File: config.mk
export PLATFORM = sky130hd
export DESIGN_NAME = divider_4bit_seq
export DESIGN_NICKNAME = d
export VERILOG_FILES = /design/src/rtl/calc_pkg.sv /design/src/rtl/div_sub_stage.sv /design/src/rtl/full_adder.sv /design/src/rtl/divider_4bit_seq.sv
export SDC_FILE = /design/constraint.sdc
export NUM_CORES = 1
export LEC_CHECK = 0
export BUFFER_PORTS_ARGS = -buffer_cell sky130_fd_sc_hd__buf_2
export CORE_UTILIZATION = 55
export CTS_BUF_LIST = sky130_fd_sc_hd__clkbuf_4 sky130_fd_sc_hd__clkbuf_8
export DETAILED_ROUTE_END_ITERATION = 8
export HOLD_SLACK_MARGIN = 0.05
export PLACE_DENSITY = 0.8
export SYNTH_ARGS = -nofsm -noshare
export SYNTH_HDL_FRONTEND = slang
export SYNTH_SLANG_ARGS = --single-unit
File: constraint.sdc
create_clock -name clk -period 3.6 [get_ports clk]
set_input_delay 0.36 -clock clk [delete_from_list [all_inputs] [get_ports clk]]
set_output_delay 0.36 -clock clk [all_outputs]
set_load 0.02 [all_outputs]
File: src/rtl/calc_pkg.sv
// Shared types and constants for the calculator datapath (divider and friends).
package calc_pkg;

  typedef enum logic [1:0] {
    IDLE = 2'd0,
    RUN  = 2'd1,
    DONE = 2'd2
  } state_t;

  localparam int DEF_WIDTH = 4;

  // Quotient reported on divide-by-zero at the default width
  localparam logic [DEF_WIDTH-1:0] DBZ_QUOTIENT = '1;

endpackage

File: src/rtl/div_sub_stage.sv
// Combinational WIDTH+1-bit trial subtractor (minuend - subtrahend) with borrow output.
module div_sub_stage
  import calc_pkg::*;
#(
  parameter int WIDTH = DEF_WIDTH
) (
  input  logic [WIDTH:0] minuend,
  input  logic [WIDTH:0] subtrahend,
  output logic [WIDTH:0] diff,
  output logic           borrow
);

  logic [WIDTH+1:0] carry;

  // Two's complement subtract: invert subtrahend, carry-in of one
  assign carry[0] = 1'b1;

  for (genvar i = 0; i <= WIDTH; i++) begin : g_fa
    full_adder u_fa (
      .a    (minuend[i]),
      .b    (~subtrahend[i]),
      .cin  (carry[i]),
      .sum  (diff[i]),
      .cout (carry[i+1])
    );
  end

  assign borrow = ~carry[WIDTH+1];

endmodule

File: src/rtl/full_adder.sv
// Single-bit full adder cell shared by the calculator add/subtract paths.
module full_adder (
  input  logic a,
  input  logic b,
  input  logic cin,
  output logic sum,
  output logic cout
);

  assign sum  = a ^ b ^ cin;
  assign cout = (a & b) | (cin & (a ^ b));

endmodule

File: src/rtl/divider_4bit_seq.sv
// Sequential restoring divider, one quotient bit per clock, start/busy/done handshake.
// Define DIVIDER_SIGNED_EN for two's complement operands (truncating division).
module divider_4bit_seq
  import calc_pkg::*;
#(
  parameter int WIDTH = DEF_WIDTH
) (
  input  logic             clk,
  input  logic             rst_n,
  input  logic             start,
  input  logic [WIDTH-1:0] dividend,
  input  logic [WIDTH-1:0] divisor,
  output logic             busy,
  output logic             done,
  output logic [WIDTH-1:0] quotient,
  output logic [WIDTH-1:0] remainder,
  output logic             div_by_zero
);

  localparam int CNT_W = (WIDTH > 2) ? $clog2(WIDTH) : 1;

  state_t           state, state_nxt;
  logic             accept;
  logic [CNT_W-1:0] cnt;
  logic [WIDTH-1:0] prem, q, dvsr;
  logic [WIDTH:0]   shifted, trial;
  logic             borrow;
  logic [WIDTH-1:0] prem_nxt, q_nxt;
  logic [WIDTH-1:0] dvd_mag, dvs_mag;
  logic [WIDTH-1:0] q_res, r_res;
  logic             unused_trial_msb;

  assign shifted = {prem, q[WIDTH-1]};

  div_sub_stage #(.WIDTH(WIDTH)) u_sub (
    .minuend    (shifted),
    .subtrahend ({1'b0, dvsr}),
    .diff       (trial),
    .borrow     (borrow)
  );

  // prem < divisor always holds, so the kept/trial value fits in WIDTH bits
  assign prem_nxt         = borrow ? shifted[WIDTH-1:0] : trial[WIDTH-1:0];
  assign q_nxt            = {q[WIDTH-2:0], ~borrow};
  assign unused_trial_msb = trial[WIDTH];

`ifdef DIVIDER_SIGNED_EN
  logic neg_q, neg_r;

  assign dvd_mag = dividend[WIDTH-1] ? (~dividend + 1'b1) : dividend;
  assign dvs_mag = divisor[WIDTH-1]  ? (~divisor + 1'b1)  : divisor;
  assign q_res   = neg_q ? (~q_nxt + 1'b1) : q_nxt;
  assign r_res   = neg_r ? (~prem_nxt + 1'b1) : prem_nxt;

  always_ff @(posedge clk or negedge rst_n) begin
    if (!rst_n) begin
      neg_q <= 1'b0;
      neg_r <= 1'b0;
    end else if (accept) begin
      neg_q <= dividend[WIDTH-1] ^ divisor[WIDTH-1];
      neg_r <= dividend[WIDTH-1];
    end
  end
`else
  assign dvd_mag = dividend;
  assign dvs_mag = divisor;
  assign q_res   = q_nxt;
  assign r_res   = prem_nxt;
`endif

  always_ff @(posedge clk or negedge rst_n) begin
    if (!rst_n) state <= IDLE;
    else        state <= state_nxt;
  end

  always_comb begin
    state_nxt = state;
    busy      = 1'b0;
    done      = 1'b0;
    accept    = 1'b0;
    case (state)
      IDLE: begin
        if (start) begin
          accept    = 1'b1;
          state_nxt = (divisor == '0) ? DONE : RUN;
        end
      end
      RUN: begin
        busy = 1'b1;
        if (cnt == '0) state_nxt = DONE;
      end
      DONE: begin
        done = 1'b1;
        if (start) begin
          accept    = 1'b1;
          state_nxt = (divisor == '0) ? DONE : RUN;
        end else begin
          state_nxt = IDLE;
        end
      end
      default: state_nxt = IDLE;
    endcase
  end

  always_ff @(posedge clk or negedge rst_n) begin
    if (!rst_n) begin
      cnt         <= '0;
      prem        <= '0;
      q           <= '0;
      dvsr        <= '0;
      quotient    <= '0;
      remainder   <= '0;
      div_by_zero <= 1'b0;
    end else if (accept) begin
      cnt         <= CNT_W'(WIDTH - 1);
      prem        <= '0;
      q           <= dvd_mag;
      dvsr        <= dvs_mag;
      div_by_zero <= 1'b0;
      if (divisor == '0) begin
        quotient    <= '1;
        remainder   <= dividend;
        div_by_zero <= 1'b1;
      end
    end else if (state == RUN) begin
      prem <= prem_nxt;
      q    <= q_nxt;
      if (cnt != '0) begin
        cnt <= cnt - 1'b1;
      end else begin
        quotient  <= q_res;
        remainder <= r_res;
      end
    end
  end

endmodule

**After elaboration in Yosys (flattened, before gate mapping)**

Index checks and enable logic that the tools add are counted.

- Bits in registers: 25
- Input port bits: 11
- Word-level logic and storage cells: 77

- Add/sub/neg operators: 1
- Equal/unequal tests: 6
- Muxes and demuxes: 26
- Bitwise gates (word level): 26
- Reduce and logical (&&, ||, !) cells: 10

Operators with widths:

| operator | count |
|---|---|
| $mux 4 | 13 |
| $mux 2 | 7 |
| $and 1x1->1 | 8 |
| $xor 1x1->1 | 7 |
| $ne 2x2->1 const B | 3 |
| $not 1->1 | 6 |
| $pmux 2 s3 | 1 |
| $reduce_bool 2->1 | 3 |
| $mux 1 | 5 |
| $or 1x1->1 | 5 |
| $logic_not 2->1 | 2 |
| $logic_not 4->1 | 1 |
| $reduce_and 2->1 | 2 |
| $reduce_and 3->1 | 1 |
| $eq 2x1->1 const B | 1 |
| $eq 2x2->1 const B | 1 |
| $ne 2x1->1 const B | 1 |
| $reduce_or 2->1 | 1 |
| $sub 2x1->2 const B | 1 |

**Depth between registers and ports, before layout**

- Depth after elaboration: 15
- Mapped depth: 10

**Cells and area by module**

Synthesis repeated with hierarchy kept, for this count alone.

- Cells, all modules: 122
- Area, all modules: 1262.5 um^2

By module, submodules not included:

| module | times used | cells an instance | area each (um^2) |
|---|---|---|---|
| divider_4bit_seq | 1 | 110 | 1136.1 |
| full_adder | 5 | 1 | 20.0 |
| div_sub_stage | 1 | 7 | 26.3 |

**Worst setup path before layout**

OpenSTA, ideal clock, no wires.

- Kind: reg2reg
- From: reg dvsr[0]
- To: reg remainder[3]
- Arrival time: 2.390 ns
- Data required time: 3.504 ns
- Path slack: 1.114 ns
- Cell stages (with the launch flop): 10
- Buffers on the path: 1
- Cells stage by stage: dfrtp_1 > ha_1 > fa_1 > fa_1 > fa_1 > nand2b_1 > buf_2 > mux2i_1 > nor2_1 > a311oi_2

- Longest elaborated chain between the ends: 15
- Elaborated cells between the ends (all ways): 17
- Those cells by class: mux: 4; bitwise: 13

Ends and longest elaborated chain:

| element | line | RTL |
|---|---|---|
| start: declaration | divider_4bit_seq.sv:25 | `logic [WIDTH-1:0] prem, q, dvsr;` |
| start signal: assignment | divider_4bit_seq.sv:118 | `dvsr <= dvs_mag;` |
| $not 1->1 * | div_sub_stage.sv:21 | `.b (~subtrahend[i]),` |
| $and 1x1->1 / $xor 1x1->1 (equally long branches) | full_adder.sv:11 | `assign cout = (a & b) \| (cin & (a ^ b));` |
| $or 1x1->1 * | full_adder.sv:11 |  |
| $and 1x1->1 * | full_adder.sv:11 |  |
| $or 1x1->1 * | full_adder.sv:11 |  |
| $and 1x1->1 * | full_adder.sv:11 |  |
| $or 1x1->1 * | full_adder.sv:11 |  |
| $and 1x1->1 | full_adder.sv:11 |  |
| $or 1x1->1 | full_adder.sv:11 |  |
| $and 1x1->1 | full_adder.sv:11 |  |
| $or 1x1->1 | full_adder.sv:11 |  |
| $mux 4 * | divider_4bit_seq.sv:43 | `assign prem_nxt = borrow ? shifted[WIDTH-1:0] : trial[WIDTH-1:0];` |
| $mux 4 * | divider_4bit_seq.sv:128 | `if (cnt != '0) begin` |
| $mux 4 * | divider_4bit_seq.sv:125 | `end else if (state == RUN) begin` |
| $mux 4 * | divider_4bit_seq.sv:114 | `end else if (accept) begin` |
| end signal: assignment | divider_4bit_seq.sv:122 | `remainder <= dividend;` |
| end signal: assignment | divider_4bit_seq.sv:132 | `remainder <= r_res;` |
| end: declaration | divider_4bit_seq.sv:16 | `output logic [WIDTH-1:0] remainder,` |

Every way passes the cells marked *; elsewhere a longest branch is shown, timed or not. The select of a mux whose other input is x is not followed.
A chain may end at the register's enable or synchronous reset.

**Worst setup path in the final report**

- From: reg q[3]
- To: reg remainder[3]

- Longest elaborated chain between the ends: 14
- Elaborated cells between the ends (all ways): 16
- Those cells by class: mux: 4; bitwise: 12

Ends and longest elaborated chain:

| element | line | RTL |
|---|---|---|
| start: declaration | divider_4bit_seq.sv:25 |  |
| start signal: assignment | divider_4bit_seq.sv:117 | `q <= dvd_mag;` |
| start signal: assignment | divider_4bit_seq.sv:127 | `q <= q_nxt;` |
| $and 1x1->1 / $xor 1x1->1 (equally long branches) | full_adder.sv:11 |  |
| $or 1x1->1 * | full_adder.sv:11 |  |
| $and 1x1->1 * | full_adder.sv:11 |  |
| $or 1x1->1 * | full_adder.sv:11 |  |
| $and 1x1->1 * | full_adder.sv:11 |  |
| $or 1x1->1 * | full_adder.sv:11 |  |
| $and 1x1->1 | full_adder.sv:11 |  |
| $or 1x1->1 | full_adder.sv:11 |  |
| $and 1x1->1 | full_adder.sv:11 |  |
| $or 1x1->1 | full_adder.sv:11 |  |
| $mux 4 * | divider_4bit_seq.sv:43 |  |
| $mux 4 * | divider_4bit_seq.sv:128 |  |
| $mux 4 * | divider_4bit_seq.sv:125 |  |
| $mux 4 * | divider_4bit_seq.sv:114 |  |

Marked as above.

==> flow_summary.yaml <==
finish:
  antennaDiodeCount: 0
  instances_no_fill: 172
  nNetsFinal: 162
  drive_above_1_share_pct: 21.4
  area_delta_synth_final_pct: 11.0
synth:
  synth-seq-area-share_pct: 49.9
  synthCells: 125
  synth_flop_cell: "dfrtp_1"
  syn-cell-area_mm2: 0.00125
  yosysTopAreaCellShare_pct: 49.9
  synth_nets: 141
  ys_ff_latch: 25
  ys_types: 34
  yosysTopAreaCell: "dfrtp_1"
  async_flop_share_pct: 100
  synth_edf_count: 0
  synth_warnings: 0
  avgSynthCellArea_um2: 10.0
  synth.area.top_cells: "dfrtp_1, nand2_1, fa_1, nand3_1, ha_1"
cts:
  root_buffer: "clkbuf_4"
  cts_tree: "built"
  cts_buffers: 3
  insertion_delay_ps: 310
  clockBufferDepth: 2
  path_clk_slew_ps: 130
  clock-sinks: 25
  htree_levels: 1
drt:
  wl_um: 2640
  wl_per_cell_um: 15.4
  detail_route.first_pass.iterations: 4
  drt-initial-drc-count: 58
  avgViaCountPerCell: 5.80
  drc: 0
  vias: 998
  ant_nets: 0
setup_path:
  path_buf_inv: 1
  start_kind: "flip-flop"
  worstPathRequired_ps: 3830
  crit_slowest_cell: "fa_1"
  crit_type: "flip-flop to flip-flop"
  path_delay_family: "adder cells"
  path_cells: "inv_1, ha_1, fa_1, fa_1, fa_1, nand2b_1, mux2i_1, nor2_1, a311oi_2"
  max_stage_delay_ps: 420
  worst_setup_path_end_kind: "flip-flop"
  cp.arrival_ps: 3020
  cp_common_cell: "fa_1"
  path_max_fanout: 9
floorplan:
  die_area_mm2: 0.00247
  die_w_um: 49.7
  initial_core_util_pct: 61.4
  rows: 16
  io_pins: 22
  coreArea_mm2: 0.00204
  die_height_um: 49.7
global_routing:
  gr-usage-all-layers_pct: 24.2
  gr-total-overflow: 0
  grt_pass1_wl_um: 4400
  antenna_found_initial: 0
  grt_max_degree: 26
  grt_pass1_vias: 949
sta:
  clock.fmax_mhz: 358
  fin_crit_sh_pct: 77.6
  slew_violations: 0
  tightest_slew_ps: 554
  skew_ps: 2.47
  setup_tns_ps: 0
  relSlewSlack_pct: 63.0
  finalCriticalPeriod_ps: 2790
  finalSetupViolCount: 0
  finalHoldViolCount: 0
  rsz0062_at_grt: "no"
pwr:
  fin_total_pwr_mw: 1.36
  ir_worst_vdd_v: 0.000611
  cellLeakagePower_nw: 0.689
  powerDensity_mw_per_mm2: 974
placement:
  finalWeightedCongestion: 0.935
  dp_hpwl_um: 1920
  dp.cells: 167
  numPortBuffers: 21
job:
  maxCapViolCount: 0
min_path:
  hp-class: "primary input to flip-flop"
outcome:
  status: "completed"
[where the power goes]
group          switching (mW)  leakage [nW]  internal, mW
Clock                  0.0801        0.0184        0.0508
Sequential             0.0865         0.295         0.414
Combinational           0.446         0.376         0.279
[state kept, by name, indices dropped and copies added (netlist names)]
register,cells
dvsr,4
prem,4
q,4
quotient,4
remainder,4
cnt,2
state,2
div_by_zero,1
[final cells by class]
class | count | area [um2]
Inverter | 7 | 31.3
Sequential cell | 25 | 626
Fill cell | 183 | 651
Multi-Input combinational cell | 87 | 556
Timing Repair Buffer | 22 | 115
Clock buffer | 4 | 30.0
Tap cell | 27 | 33.8
[stage by stage]
stage | cell area (um2) | utilization, % | worst slack (ps) | hold WS [ps]
after floorplan | 1250 | - | 1110 | 64.4
after global placement | 1350 | 66.2 | 1040 | 374
after detailed placement | 1350 | 66.2 | 883 | 375
after CTS | 1390 | 68.1 | 853 | 285
after global routing | 1390 | 68.1 | 725 | 286
final | 1390 | 68.1 | 806 | 280
[routing by layer]
layer	global-route usage, %	up-vias	part of all wire, %
met5	0	-	0
met4	7.14	0	0.95
met3	4.01	4	8.0
met2	39.9	52	49
met1	32.7	479	42
li1	-	463	-
[worst reg2reg max path, cell delays in order, from the launching register on]
cell	delay [ps]
dfrtp_1	400
inv_1	50
ha_1	180
fa_1	400
fa_1	420
fa_1	390
nand2b_1	290
mux2i_1	240
nor2_1	80
a311oi_2	260
[logic make-up after synthesis]
| group | after synthesis | share of synthesized area (%) |
|---|---|---|
| multiplexers | 2 | 1.60 |
| buffers and inverters | 13 | 5.79 |
| flip-flops | 25 | 49.9 |
| AO/OA/AOI/OAI | 21 | 12.1 |
| AND/OR/NAND/NOR | 59 | 23.9 |
| adder cells (fa/ha/maj) | 5 | 6.79 |
[layout by cell type, fill, tap and decap left out, types with 3 or more instances in the layout]
master / Yosys / final
or3_1: 3 / 3
buf_2: 3 / 21
nor2_1: 6 / 6
o21a_1: 3 / 3
o21ai_0: 4 / 4
clkbuf_4: 0 / 4
nand2_1: 30 / 30
fa_1: 3 / 3
dfrtp_1: 25 / 25
inv_1: 6 / 6
nand3_1: 10 / 10
[synth_stat cells, types with 3 or more instances]
library cell / count
dfrtp_1: 25
or3_1: 3
fa_1: 3
nand2_1: 30
o21a_1: 3
nor2_1: 6
nand3_1: 10
buf_2: 3
inv_1: 6
o21ai_0: 4
[timing repair]
action                                 CTS  global route
resized for setup                        0             0
hold buffers                             1             0
endpoints found under the hold margin   25             0
buffers inserted                         0             0
[final timing paths]
path                                      to  cells past startpoint  slack (ps)   startpoint
worst max-delay path            remainder[3]                      9         810         q[3]
worst max register to register  remainder[3]                      9         810         q[3]
worst min-delay path            remainder[0]                      3         280  dividend[0]
min in group asynchronous        quotient[1]                      2         550        rst_n
max in group asynchronous            prem[3]                      2        2700        rst_n
worst min register to register   quotient[2]                      2         500  quotient[2]
No activity file was read; power rests on OpenSTA's default activity.
